[src/rtl/seq_adder.sv]
// Multi-cycle ripple adder: sums CHUNK bits per clock behind a valid/ready handshake on each side.
// Optional feature macro: SEQ_ADDER_OVF_EN adds the two's-complement overflow output ovf.
module seq_adder #(
    parameter int WIDTH = 8,
    parameter int CHUNK = 2
) (
    input  logic             clk,
    input  logic             rst_n,
    input  logic             in_valid,
    output logic             in_ready,
    input  logic [WIDTH-1:0] a,
    input  logic [WIDTH-1:0] b,
    input  logic             cin,
    output logic             out_valid,
    input  logic             out_ready,
    output logic [WIDTH-1:0] sum,
    output logic             cout
`ifdef SEQ_ADDER_OVF_EN
    ,
    output logic             ovf
`endif
);

    localparam int N  = WIDTH / CHUNK;
    localparam int CW = (N > 1) ? $clog2(N) : 1;

    localparam logic [64:0]      ONES_65    = (65'd1 << CHUNK) - 65'd1;
    localparam logic [WIDTH-1:0] CHUNK_MASK = ONES_65[WIDTH-1:0];

    generate
        if (WIDTH < 2 || WIDTH > 64 || CHUNK < 1 || CHUNK > WIDTH || (WIDTH % CHUNK) != 0) begin : g_bad_param
            $error("seq_adder: WIDTH must be 2..64 and a multiple of CHUNK");
        end
    endgenerate

    typedef enum logic [1:0] {
        IDLE = 2'd0,
        ADD  = 2'd1,
        DONE = 2'd2
    } state_t;

    state_t            state_reg, state_next;
    logic [CW-1:0]     cnt_reg, cnt_next;
    logic [WIDTH-1:0]  a_reg, a_next;
    logic [WIDTH-1:0]  b_reg, b_next;
    logic [WIDTH-1:0]  sum_reg, sum_next;
    logic              carry_reg, carry_next;

    logic [31:0]       shamt;
    logic [CHUNK-1:0]  a_chunk;
    logic [CHUNK-1:0]  b_chunk;
    logic [CHUNK-1:0]  chunk_sum;
    logic              chunk_cout;
    logic              msb_cin;
    logic              last_chunk;

    assign shamt      = 32'(cnt_reg) * 32'(CHUNK);
    assign a_chunk    = CHUNK'(a_reg >> shamt);
    assign b_chunk    = CHUNK'(b_reg >> shamt);
    assign last_chunk = (cnt_reg == CW'(N - 1));

    // Each cell owns its carry nets so the chain is a plain feed-forward ripple.
    generate
        for (genvar gi = 0; gi < CHUNK; gi++) begin : g_fa
            logic ci;
            logic co;
            if (gi == 0) begin : g_first
                assign ci = carry_reg;
            end else begin : g_next
                assign ci = g_fa[gi-1].co;
            end
            assign chunk_sum[gi] = a_chunk[gi] ^ b_chunk[gi] ^ ci;
            assign co            = (a_chunk[gi] & b_chunk[gi]) | (ci & (a_chunk[gi] ^ b_chunk[gi]));
        end
    endgenerate

    assign chunk_cout = g_fa[CHUNK-1].co;
    assign msb_cin    = g_fa[CHUNK-1].ci;

`ifdef SEQ_ADDER_OVF_EN
    logic ovf_reg, ovf_next;
`endif

    always_ff @(posedge clk or negedge rst_n) begin
        if (!rst_n) begin
            state_reg <= IDLE;
            cnt_reg   <= '0;
            a_reg     <= '0;
            b_reg     <= '0;
            sum_reg   <= '0;
            carry_reg <= 1'b0;
        end else begin
            state_reg <= state_next;
            cnt_reg   <= cnt_next;
            a_reg     <= a_next;
            b_reg     <= b_next;
            sum_reg   <= sum_next;
            carry_reg <= carry_next;
        end
    end

`ifdef SEQ_ADDER_OVF_EN
    always_ff @(posedge clk or negedge rst_n) begin
        if (!rst_n) begin
            ovf_reg <= 1'b0;
        end else begin
            ovf_reg <= ovf_next;
        end
    end

    assign ovf = ovf_reg;
`endif

    always_comb begin
        state_next = state_reg;
        cnt_next   = cnt_reg;
        a_next     = a_reg;
        b_next     = b_reg;
        sum_next   = sum_reg;
        carry_next = carry_reg;
`ifdef SEQ_ADDER_OVF_EN
        ovf_next   = ovf_reg;
`endif
        in_ready   = 1'b0;
        out_valid  = 1'b0;

        case (state_reg)
            IDLE: begin
                in_ready = 1'b1;
                if (in_valid) begin
                    a_next     = a;
                    b_next     = b;
                    carry_next = cin;
                    cnt_next   = '0;
                    state_next = ADD;
                end
            end
            ADD: begin
                // Merge this chunk's result into its slot, leaving other chunks untouched.
                sum_next   = (sum_reg & ~(CHUNK_MASK << shamt)) | (WIDTH'(chunk_sum) << shamt);
                carry_next = chunk_cout;
                if (last_chunk) begin
`ifdef SEQ_ADDER_OVF_EN
                    ovf_next   = msb_cin ^ chunk_cout;
`endif
                    state_next = DONE;
                end else begin
                    cnt_next = cnt_reg + CW'(1);
                end
            end
            DONE: begin
                out_valid = 1'b1;
                if (out_ready) begin
                    state_next = IDLE;
                end
            end
            default: begin
                state_next = IDLE;
            end
        endcase
    end

`ifndef SEQ_ADDER_OVF_EN
    logic unused_msb_cin;
    assign unused_msb_cin = msb_cin;
`endif

    assign sum  = sum_reg;
    assign cout = carry_reg;

endmodule

[config.mk]
export PLATFORM = sky130hd
export DESIGN_NAME = seq_adder
export DESIGN_NICKNAME = d
export VERILOG_FILES = /design/src/rtl/seq_adder.sv
export SDC_FILE = /design/constraint.sdc
export NUM_CORES = 1
export LEC_CHECK = 0
export CAP_MARGIN = 20
export CORE_ASPECT_RATIO = 0.5
export CORE_MARGIN = 3
export CORE_UTILIZATION = 48
export CTS_CLUSTER_SIZE = 40
export DETAILED_ROUTE_END_ITERATION = 6
export GPL_ROUTABILITY_DRIVEN = 1
export PLACE_DENSITY = 0.74
export SYNTH_ARGS = -nofsm -noshare
export SYNTH_HDL_FRONTEND = slang
export SYNTH_SLANG_ARGS = --single-unit
[constraint.sdc]
create_clock -name clk -period 2.9 [get_ports clk]
set_clock_uncertainty 0.2 [all_clocks]
set_input_delay 0.725 -clock clk [delete_from_list [all_inputs] [get_ports clk]]
set_output_delay 0.725 -clock clk [all_outputs]
set_load 0.02 [all_outputs]
==> flow_summary.ini <==
[run_status]
outcome = complete, no violations

[grt]
met2_usage_pct = 28.0
grt_pass1_wl_mm = 4.51
met3_usage_pct = 6.85
grt_use_total_pct = 18.0
top_usage_layer = met2
grt_max_degree = 30
grt_util_met1_pct = 21.5
grt_pass1_vias = 981
antenna_found_initial = 0
grt-ovfl-total = 0

[logic_synthesis]
yosysSeqAreaShare_pct = 54.2
synth_nets = 118
synthesis.area_um2 = 1340
synth.largest_area_cell = dfrtp_1
synthCells = 91
synthTopCellsByArea = dfrtp_1, mux2_2, mux4_2, ha_1, a22o_1
avgSynthCellArea_um2 = 14.7
synth.distinct_cells = 22
synth-seq-cells = 29
synth_top_area_share_pct = 54.2
yosysWarnings = 0

[power_and_ir_drop]
p_switching_w = 0.000803
switching_share_pct = 35.9
intPower_w = 0.00143
ir_drop_mv = 0.572
powerDensity_nw_per_um2 = 1250
clkPwrFrac_pct = 14.5
seqPwrFrac_pct = 33.9
p_leak_nw = 0.754
p_comb_share_pct = 51.6

[placement]
post-dp-hpwl_mm = 1.99
portBuffers = 31
place_congestion = 0.798

[hold_path]
holdPathEnd = sum[7]
hp-class = register to register
hold_path_startpoint = sum[7]
hold_path_depth = 1

[routing]
drt-vias-per-instance = 5.32
routedWlPerCell_um = 15.7
firstDrtPassIters = 4
drt_iter0_markers = 20
antenna_left = 0
wl_mm = 2.60
drc = 0
vias = 877

[timing]
finalCritPeriodShare_pct = 90.1
tightest_slew_ps = 373
whs_ps = 298
rsz0062_at_grt = no
fin_setup_tns_ps = 0
slew_violations = 0
hold_viol_final = 0
slew_headroom_pct = 75.1
fin_crit_ps = 2610
setup_viol = 0
clock.fmax_mhz = 383

[clock_tree]
cts_sinks = 29
clock_path_buffers = 2
hold_buffers = 0
root_buffer = clkbuf_8
clk_latency_ps = 280
htreeDepth = 2
ctsResizeCount = 0
cts_buffers = 5
cts_setup_buffers = 0
clk_pin_slew_worst_paths_ps = 60
cts_tree = yes

[worst_setup_path]
cp_data_arrival_time_ps = 2580
endpoint_kind = register
reg2reg_from = cnt_reg[0]
critPathKind = register to register
cp_data_required_time_ps = 2870
cp_max_fo = 4
start_kind = register
crit_chain = mux4_2 -> fa_1 -> fa_1 -> nor2b_1 -> a22o_1
r2r.worst_path.cells = 5
rrSetupSlack_ps = 290
critPathMaxStageDelay_ps = 550
cp_common_cell = fa_1
r2r-end = sum[1]
cpMaxStageDelayCell = mux4_2

[floorplan]
initial_core_util_pct = 55.4
rows = 12
dieWidth_um = 80.7
dieArea_um2 = 3500
io_pins = 32
die_h_um = 43.4
fp.coreArea_um2 = 2420

[job]
cap_violations = 0

[cells_and_area]
antenna_cells = 0
fill_cells = 157
area.sequential_um2 = 726
final_nets = 157
layout-drive-gt1-share_pct = 25.4
area_growth_pct = 33.3
multi_input_area_um2 = 576
power by group through the flow:
stage | Sequential [W] | Clock (W) | Combinational [W]
2_1_floorplan | 0.000789 | 0 | 0.000750
3_3_place_gp | 0.000756 | 0 | 0.00111
3_5_place_dp | 0.000765 | 0 | 0.00116
4_1_cts | 0.000759 | 0.000339 | 0.00116
5_1_grt | 0.000788 | 0.000356 | 0.00127
6_report | 0.000757 | 0.000325 | 0.00115
synthesized netlist by cell type (all sizes together):
| cell type | n |
|---|---|
| ha | 4 |
| nor3b | 2 |
| buf | 2 |
| mux4 | 4 |
| nor2 | 3 |
| nor2b | 3 |
| o31ai | 1 |
| dfrtp | 29 |
| o21ai | 1 |
| a22o | 5 |
| mux2 | 17 |
| a22oi | 1 |
| clkbuf | 1 |
| nand2 | 4 |
| a32o | 4 |
| and2 | 2 |
| inv | 4 |
| a31oi | 1 |
| and2b | 1 |
| fa | 2 |
routing by layer:
metal	wire (µm)	up-vias
met5	0	-
met4	64	0
met3	128	8
met2	1230	21
met1	1180	437
li1	-	411
worst max-delay path by stage:
stage | from | end | slack [ps] | cells after the start
6_report | cnt_reg[0] | sum[1] | 290 | 5
5_1_grt | cnt_reg[0] | sum[3] | 180 | 5
4_1_cts | cnt_reg[0] | sum[1] | 270 | 5
3_5_place_dp | cnt_reg[0] | sum[1] | 270 | 5
3_3_place_gp | cnt_reg[0] | sum[1] | 330 | 5
2_1_floorplan | cnt_reg[0] | sum[1] | 270 | 6
critical path: cells and delay by family, from the launching register on:
kind                     cells  cell delay (ps)
multiplexers                 1              550
AND/OR/NAND/NOR              1              170
flip-flops                   1              440
AO/OA/AOI/OAI                1              220
adder cells (fa/ha/maj)      2              920
through the flow:
stage	worst slack (ps)	cells	utilization [%]	area, µm²	power [W]
global route	184	165	73.9	1790	0.00241
CTS	267	165	73.9	1790	0.00226
detailed placement	270	158	70.3	1700	0.00192
floorplan	273	91	-	1340	0.00154
finish	288	165	73.9	1790	0.00224
global placement	328	158	70.3	1700	0.00187
layout make-up:
type                       instances  area share [%]
clock buffer                       7            4.83
inverter                           4           0.840
multi-input combinational         55            32.2
sequential                        29            40.6
tap                               35            2.45
timing repair buffer              35            19.0
logic make-up after synthesis:
| logic type | after synthesis | synth area share [%] |
|---|---|---|
| AOI/OAI and AO/OA | 13 | 8.22 |
| adders and majority gates | 6 | 6.72 |
| buffers and inverters | 7 | 2.89 |
| DFF | 29 | 54.2 |
| muxes | 21 | 21.0 |
| and+or+nand+nor | 15 | 7.00 |
cells in the final DEF (no fill, tap or decap), types with 2 or more instances in the layout:
master	instances
buf_4	4
fa_1	2
and2_1	2
nor2b_1	3
ha_1	4
a32o_1	4
nor2_1	3
inv_1	4
dfrtp_1	29
clkdlybuf4s50_1	31
a22o_1	5
clkbuf_8	6
nand2_1	4
mux2_2	17
mux4_2	4
Note: power is estimated with default switching activity, not from simulation.
